**config.mk**
```make
export PLATFORM = sky130hd
export DESIGN_NAME = system_flit_generator
export DESIGN_NICKNAME = d
export VERILOG_FILES = /design/src/rtl/system_flit_generator_pkg.sv /design/src/rtl/system_flit_retry_timer.sv /design/src/rtl/system_flit_generator.sv
export SDC_FILE = /design/constraint.sdc
export NUM_CORES = 1
export LEC_CHECK = 0
export CAP_MARGIN = 20
export CORE_MARGIN = 2
export CORE_UTILIZATION = 48
export DETAILED_ROUTE_END_ITERATION = 8
export GPL_TIMING_DRIVEN = 0
export PLACE_DENSITY = 0.8
export SYNTH_ARGS = -nofsm -noshare
export SYNTH_HDL_FRONTEND = slang
export SYNTH_SLANG_ARGS = --single-unit
```
**constraint.sdc**
```tcl
create_clock -name nocclk -period 2.93 [get_ports nocclk]
set_input_delay 0.586 -clock nocclk [delete_from_list [all_inputs] [get_ports nocclk]]
set_output_delay 0.586 -clock nocclk [all_outputs]
set_load 0.01 [all_outputs]
```
**src/rtl/system_flit_generator_pkg.sv**
```systemverilog
// Shared types for the system-flit transmit path: node ids, flit layout,
// routing states and the output-side generator state.
package system_flit_generator_pkg;

  typedef logic [7:0] node_id_t;

  localparam node_id_t BROADCAST_NODE_ID = 8'hFF;

  typedef enum logic [1:0] {
    DATA   = 2'd0,
    SYSTEM = 2'd1
  } flittype_t;

  typedef enum logic [3:0] {
    ROUTING_IDLE            = 4'd0,
    I_WAIT_PARENT_ACK       = 4'd1,
    I_GENERATE_JOIN_REQUEST = 4'd2,
    I_WAIT_JOIN_ACK         = 4'd3,
    S_WAIT_PARENT_ACK       = 4'd4,
    S_GENERATE_JOIN_REQUEST = 4'd5,
    S_WAIT_JOIN_ACK         = 4'd6,
    NORMAL                  = 4'd7,
    FATAL_ERROR             = 4'd8
  } routing_state_t;

  typedef enum logic [2:0] {
    S_PARENT_REQUEST = 3'd0,
    S_PARENT_ACK     = 3'd1,
    S_JOIN_REQUEST   = 3'd2,
    S_JOIN_ACK       = 3'd3,
    S_HEARTBEAT      = 3'd4
  } system_flit_type_t;

  typedef struct packed {
    system_flit_type_t sys_type;
    logic              is_init;
    logic [3:0]        rsvd;
  } system_header_t;

  typedef struct packed {
    node_id_t   child_id;
    logic [7:0] rsvd;
  } system_payload_t;

  typedef struct packed {
    flittype_t flittype;
    node_id_t  src_id;
    node_id_t  dst_id;
  } header_t;

  typedef struct packed {
    header_t         header;
    system_header_t  sys_header;
    system_payload_t payload;
  } flit_t;

  typedef enum logic {
    G_IDLE = 1'b0,
    G_SEND = 1'b1
  } gen_state_t;

  function automatic logic is_init_state(input routing_state_t s);
    return (s == I_WAIT_PARENT_ACK) || (s == I_GENERATE_JOIN_REQUEST) ||
           (s == I_WAIT_JOIN_ACK);
  endfunction

endpackage

```
**src/rtl/system_flit_retry_timer.sv**
```systemverilog
// Free-running period timer: counts while enabled, pulses expire on the
// last count of the period, and restarts from zero on clear or expiry.
module system_flit_retry_timer #(
  parameter int unsigned PERIOD = 1024
) (
  input  logic nocclk,
  input  logic rst_n,
  input  logic clear,
  input  logic enable,
  output logic expire
);

  localparam int unsigned W = $clog2(PERIOD);
  localparam logic [W-1:0] LAST = W'(PERIOD - 1);

  logic [W-1:0] count_q, count_d;

  assign expire = enable && !clear && (count_q == LAST);

  always_comb begin
    count_d = count_q;
    if (clear || expire) begin
      count_d = '0;
    end else if (enable) begin
      count_d = count_q + 1'b1;
    end
  end

  always_ff @(posedge nocclk) begin
    if (!rst_n) begin
      count_q <= '0;
    end else begin
      count_q <= count_d;
    end
  end

endmodule

```
**src/rtl/system_flit_generator.sv**
```systemverilog
// Builds SYSTEM flits for the routing/join protocol: decode-path replies plus
// self-generated parent requests, join requests, retries and heartbeats.
module system_flit_generator
  import system_flit_generator_pkg::*;
#(
  parameter bit          IS_ROOT          = 1'b0,
  parameter int unsigned RETRY_CYCLES     = 1024,
  parameter int unsigned MAX_RETRIES      = 8,
  parameter int unsigned HEARTBEAT_CYCLES = 4096
) (
  input  logic            nocclk,
  input  logic            rst_n,
  input  routing_state_t  routing_state,
  input  node_id_t        this_node_id,
  input  node_id_t        parent_id,
  input  logic            reply_valid,
  output logic            reply_ready,
  input  system_header_t  reply_header,
  input  system_payload_t reply_payload,
  input  node_id_t        reply_dst_id,
  output flit_t           flit_out,
  output logic            flit_out_valid,
  input  logic            flit_out_ready,
  output logic            update_next_state,
  output routing_state_t  next_routing_state
);

  localparam int unsigned RW = $clog2(MAX_RETRIES + 1);
  localparam logic [RW-1:0] MAX_CNT = RW'(MAX_RETRIES);

  gen_state_t     gen_q, gen_d;
  routing_state_t prev_state_q;
  flit_t          flit_q, flit_d, self_flit, reply_flit;
  logic           pend_q, pend_d, inflight_q, inflight_d, is_gen_q, is_gen_d;
  logic [RW-1:0]  retry_cnt_q, retry_cnt_d;
  logic           upd_q, upd_d;
  routing_state_t next_state_q, next_state_d;

  logic in_wait_pa, in_gen, in_wait_ja, in_normal, entry, pend_eff;
  logic load_reply, load_self, hs, self_hs, timer_en, tmr_clear;
  logic retry_exp, hb_exp, retry_fire, retry_fatal;

  assign in_wait_pa = (routing_state == I_WAIT_PARENT_ACK) || (routing_state == S_WAIT_PARENT_ACK);
  assign in_gen     = (routing_state == I_GENERATE_JOIN_REQUEST) ||
                      (routing_state == S_GENERATE_JOIN_REQUEST);
  assign in_wait_ja = (routing_state == I_WAIT_JOIN_ACK) || (routing_state == S_WAIT_JOIN_ACK);
  assign in_normal  = (routing_state == NORMAL);

  // Entry replaces whatever was pending: an unloaded flit of the old state is dropped.
  assign entry    = (routing_state != prev_state_q);
  assign pend_eff = entry ? (!IS_ROOT && (in_wait_pa || in_gen)) : pend_q;

  // Handshake: a reply moves on reply_valid && reply_ready, a flit moves on
  // flit_out_valid && flit_out_ready; flit_out holds steady while valid && !ready.
  assign load_reply = reply_ready && reply_valid;
  assign load_self  = (gen_q == G_IDLE) && !reply_valid && pend_eff;
  assign hs         = (gen_q == G_SEND) && flit_out_ready;
  assign self_hs    = hs && inflight_q;

  assign timer_en    = !IS_ROOT && !pend_eff && !inflight_q;
  assign tmr_clear   = entry || self_hs;
  assign retry_fire  = retry_exp && (retry_cnt_q != MAX_CNT);
  assign retry_fatal = retry_exp && (retry_cnt_q == MAX_CNT);

  system_flit_retry_timer #(.PERIOD(RETRY_CYCLES)) u_retry_timer (
    .nocclk (nocclk),
    .rst_n  (rst_n),
    .clear  (tmr_clear),
    .enable (timer_en && (in_wait_pa || in_wait_ja)),
    .expire (retry_exp)
  );

  system_flit_retry_timer #(.PERIOD(HEARTBEAT_CYCLES)) u_heartbeat_timer (
    .nocclk (nocclk),
    .rst_n  (rst_n),
    .clear  (tmr_clear),
    .enable (timer_en && in_normal),
    .expire (hb_exp)
  );

  always_comb begin
    self_flit                    = '0;
    self_flit.header.flittype    = SYSTEM;
    self_flit.header.src_id      = this_node_id;
    self_flit.header.dst_id      = parent_id;
    self_flit.sys_header.is_init = is_init_state(routing_state);
    if (in_wait_pa) begin
      self_flit.sys_header.sys_type = S_PARENT_REQUEST;
      self_flit.header.dst_id       = BROADCAST_NODE_ID;
    end else if (in_gen || in_wait_ja) begin
      self_flit.sys_header.sys_type = S_JOIN_REQUEST;
      self_flit.payload.child_id    = this_node_id;
    end else begin
      self_flit.sys_header.sys_type = S_HEARTBEAT;
    end
  end

  always_comb begin
    reply_flit.header.flittype = SYSTEM;
    reply_flit.header.src_id   = this_node_id;
    reply_flit.header.dst_id   = reply_dst_id;
    reply_flit.sys_header      = reply_header;
    reply_flit.payload         = reply_payload;
  end

  always_comb begin
    flit_d      = flit_q;
    inflight_d  = inflight_q;
    is_gen_d    = is_gen_q;
    retry_cnt_d = retry_cnt_q;
    if (load_reply) begin
      flit_d     = reply_flit;
      inflight_d = 1'b0;
      is_gen_d   = 1'b0;
    end else if (load_self) begin
      flit_d     = self_flit;
      inflight_d = 1'b1;
      is_gen_d   = in_gen;
    end else if (hs) begin
      inflight_d = 1'b0;
    end
    pend_d = (pend_eff && !load_self) || retry_fire || hb_exp;
    if (entry) begin
      retry_cnt_d = '0;
    end else if (retry_fire) begin
      retry_cnt_d = retry_cnt_q + 1'b1;
    end
    upd_d        = 1'b0;
    next_state_d = FATAL_ERROR;
    if (self_hs && is_gen_q && in_gen) begin
      upd_d        = 1'b1;
      next_state_d = (routing_state == I_GENERATE_JOIN_REQUEST) ? I_WAIT_JOIN_ACK : S_WAIT_JOIN_ACK;
    end else if (retry_fatal) begin
      upd_d = 1'b1;
    end
  end

  // Output FSM: state register
  always_ff @(posedge nocclk) begin
    if (!rst_n) begin
      gen_q <= G_IDLE;
    end else begin
      gen_q <= gen_d;
    end
  end

  // Output FSM: next state
  always_comb begin
    gen_d = gen_q;
    if (gen_q == G_IDLE) begin
      if (load_reply || load_self) begin
        gen_d = G_SEND;
      end
    end else if (flit_out_ready) begin
      gen_d = G_IDLE;
    end
  end

  // Output FSM: outputs
  always_comb begin
    flit_out_valid = (gen_q == G_SEND);
    reply_ready    = rst_n && (gen_q == G_IDLE);
  end

  always_ff @(posedge nocclk) begin
    if (!rst_n) begin
      prev_state_q <= FATAL_ERROR;
      flit_q       <= '0;
      pend_q       <= 1'b0;
      inflight_q   <= 1'b0;
      is_gen_q     <= 1'b0;
      retry_cnt_q  <= '0;
      upd_q        <= 1'b0;
      next_state_q <= FATAL_ERROR;
    end else begin
      prev_state_q <= routing_state;
      flit_q       <= flit_d;
      pend_q       <= pend_d;
      inflight_q   <= inflight_d;
      is_gen_q     <= is_gen_d;
      retry_cnt_q  <= retry_cnt_d;
      upd_q        <= upd_d;
      next_state_q <= next_state_d;
    end
  end

  assign flit_out           = flit_q;
  assign update_next_state  = upd_q;
  assign next_routing_state = next_state_q;

endmodule

```
==> metrics.md <==
| Metric | Value |
|---|---|
| Mapped cell area | `about 3700 µm²` |
| Status | `finished clean` |
| Worst path cell trace | `clkdlybuf4s50_1 > clkinvlp_4 > clkbuf_2 > nor2_1 > clkdlybuf4s50_1` |
| Final nets | `578` |
| Port bufs | `100` |
| CTS Buf Count | `9` |
| Worst Path Class, Setup | `primary input to primary output` |
| Hold-fix buffers, CTS | `0` |
| Total gr overflow | `0` |
| Number of global-route vias before repair | `between 3k and 4k` |
| Worst-Skew Late Latency | `approximately 350 ps` |
| CTS tree | `built` |
| Routed len/inst | `15.19 µm` |
| Antenna cells | `0` |
| Sequential area share after synthesis | `43.46%` |
| WHS Path Cells | `2` |
| Share of cells above drive strength 1 | `11.47%` |
| Peak VDD IR | `0.2752 mV` |
| Sink Count | `80` |
| Detailed placement HPWL | `between 7000 and 8000 µm` |
| Count of cell types in the netlist | `57` |
| Crit-path max FO | `10` |
| Worst-case clock skew | `9.523 ps` |
| Maxcap violations | `0` |
| Htree depth | `3` |
| Critical Path Most Common Cell | `clkdlybuf4s50_1` |
| Die Area | `approximately 8400 µm²` |
| Antenna violation net count after detailed routing | `0` |
| Placed Area | `between 4000 and 5000 µm²` |
| Req. time, crit path | `2340 ps` |
| DR iter-0 viols | `between 150 and 200` |
| Die width | `between 90 and 100 µm` |
| RSZ-0062 raised after global routing | `false` |
| First-pass GRT wire length | `between 15000 and 20000 µm` |
| Final Power | `2.379 mW` |
| Total GRT Usage | `22.84%` |
| Setup-failing EPs final | `0` |
| Boundary Pins | `about 110` |
| #FFs+latches synth | `80` |
| Root Buffer | `clkbuf_8` |
| Syn_area_per_cell | `9.098 µm²` |
| Routed wire length | `~9400 µm` |
| Final hold slack | `between 400 and 500 ps` |
| Crit path largest cell delay | `about 560 ps` |
| Crit start category | `primary input` |
| CTS max path bufs | `2` |
| Via count | `between 3k and 4k` |
| Hold Violations, Final | `0` |
| Post-synthesis net count | `between 400 and 500` |
| Async set-reset flop share out of synthesis | `0%` |
| Via/cell ratio | `between 5 and 6` |
| Least-Margin Pin Slew | `approximately 560 ps` |
| Power Density | `around 470 nW/µm²` |
| Rows | `31` |
| Initial antenna violation count | `0` |
| Slew Viols, Final | `0` |
| Synth Instances | `around 400` |
| Core region area | `7331 µm²` |
| Initial Util | `approximately 50%` |
| Fill count | `approximately 580` |
| Rel. slew slack | `about three fifths` |
| TritonRoute pass-1 iters | `4` |
| Crit-path slowest cell | `clkdlybuf4s50_1` |
| Clock transition at path regs | `80 ps` |
| Crit. End Element | `primary output` |
| Post-synth EDFFs | `0` |
| Finished Cell Area | `around 5000 µm²` |
| Fmax | `between 0.3 and 0.4 GHz` |
| Synth Warn # | `0` |
| P_leak | `approximately 1.8 nW` |
| Die Y | `roughly 92 µm` |
| # DRC | `0` |
| Pin count of the biggest net entering global routing | `13` |
| Hold crit path type | `flop to flop` |
| Synth-to-Final Area Change | `36.60%` |
| Primary FF master, synth | `dfxtp_1` |
| Final min period | `about 2800 ps` |
| CP arrival | `around 2200 ps` |
| Reg2reg setup slack | `about 760 ps` |
| Placer Congestion | `0.8112` |
| Final Cycle Share | `a little over nine tenths` |
| FF-to-FF path depth | `6` |
placed cells by master, fill, tap and decap left out, types with 4 or more instances in the layout:
master	count
and3_1	6
clkbuf_1	13
nand3_1	30
nor3_1	5
nand2_1	47
clkdlybuf4s50_1	100
ha_1	4
o221a_2	8
and2_1	12
a2111oi_0	5
mux2i_1	13
inv_1	6
dfxtp_1	80
clkbuf_8	14
xnor2_1	14
a211oi_1	5
a221o_1	9
nand4_1	7
o21ai_0	4
buf_4	4
a21oi_1	30
buf_6	6
nor2_1	45
worst paths after layout:
kind                                      from      endpoint
worst min register to register    flit_out[36]  flit_out[36]
worst min-delay path              flit_out[36]  flit_out[36]
worst max-delay path                     rst_n   reply_ready
worst max register to register  flit_out_valid   flit_out[0]
report_power, final:
group          switching [mW]  internal, mW
Sequential             0.0291          1.13
Clock                   0.390         0.425
Combinational           0.182         0.219
area by class of cell:
type	count	area, µm²	share of cell area, %
Tap cell	99	123.9	2.461
Clock inverter	1	7.507	0.1491
Multi-Input combinational cell	295	1916	38.06
Timing Repair Buffer	102	1016	20.18
Clock buffer	15	196.4	3.903
Inverter	7	30.03	0.5966
Sequential cell	80	1602	31.82
Buffer	23	142.6	2.834
kinds of logic (layout without fill, tap and decap cells):
| family | Yosys count | after routing | synth area share, % |
|---|---|---|---|
| xor+xnor | 18 | 18 | 5.094 |
| simple gates | 175 | 175 | 23.70 |
| other cells | 1 | 1 | 0.1018 |
| compound gates | 81 | 81 | 16.98 |
| fa+ha+maj | 4 | 4 | 1.358 |
| mux | 16 | 16 | 4.754 |
| buf+inv | 30 | 148 | 4.550 |
| flops | 80 | 80 | 43.46 |
Yosys cell counts (all sizes together) (3+ instances only):
master	instances	share of area, %
nor2	45	4.6
a21oi	32	4.8
nand2	48	5.1
mux2i	14	4.1
clkbuf	13	1.3
or4	3	0.61
nand3b	3	0.61
inv	6	0.61
and3	6	1.0
and2	12	2.0
a2111oi	5	1.2
xnor2	17	4.7
ha	4	1.4
o21ai	4	0.54
or3	3	0.51
nand2b	3	0.51
buf	10	2.5
nand3	30	4.1
o221a	8	2.4
dfxtp	80	43
a221o	9	2.4
or2	3	0.51
nor3	5	0.68
nand4	8	1.5
a211oi	8	2.2
state kept, by name, indices dropped and copies added, names as in the netlist:
signal	flops
flit_out	41
inflight_q	1
u_heartbeat_timer.count_q	12
prev_state_q	4
flit_out_valid	1
pend_q	1
retry_cnt_q	4
u_retry_timer.count_q	10
next_routing_state	4
update_next_state	1
is_gen_q	1
per-stage QoR:
| stage | cells | utilization, % | TNS, ps | setup slack, ps |
|---|---|---|---|---|
| 2_1_floorplan | 405 | - | 0 | 705.0 |
| 6_report | 622 | 68.66 | 0 | 164.0 |
| 3_3_place_gp | 604 | 65.61 | -69.11 | -20.83 |
| 5_1_grt | 622 | 68.66 | 0 | 89.80 |
| 4_1_cts | 620 | 68.41 | 0 | 17.86 |
| 3_5_place_dp | 604 | 65.61 | -1188 | -93.53 |
worst max-delay path: cells and delay by family:
kind | cells | cell delay, ps
and+or+nand+nor | 1 | 130
buffers and inverters | 4 | 1470
repair_timing:
item,CTS,global route
endpoints found under the setup margin,1,1
gates resized for setup,1,1
pin swaps,0,0
setup buffers,0,2
per-layer routing:
| metal | wire [µm] | track usage, % |
|---|---|---|
| met5 | 0 | 0 |
| met3 | 654 | 7.888 |
| met2 | 4701 | 38.97 |
| met1 | 3981 | 26.69 |
| met4 | 111 | 7.702 |
(Power assumes the default switching activity.)
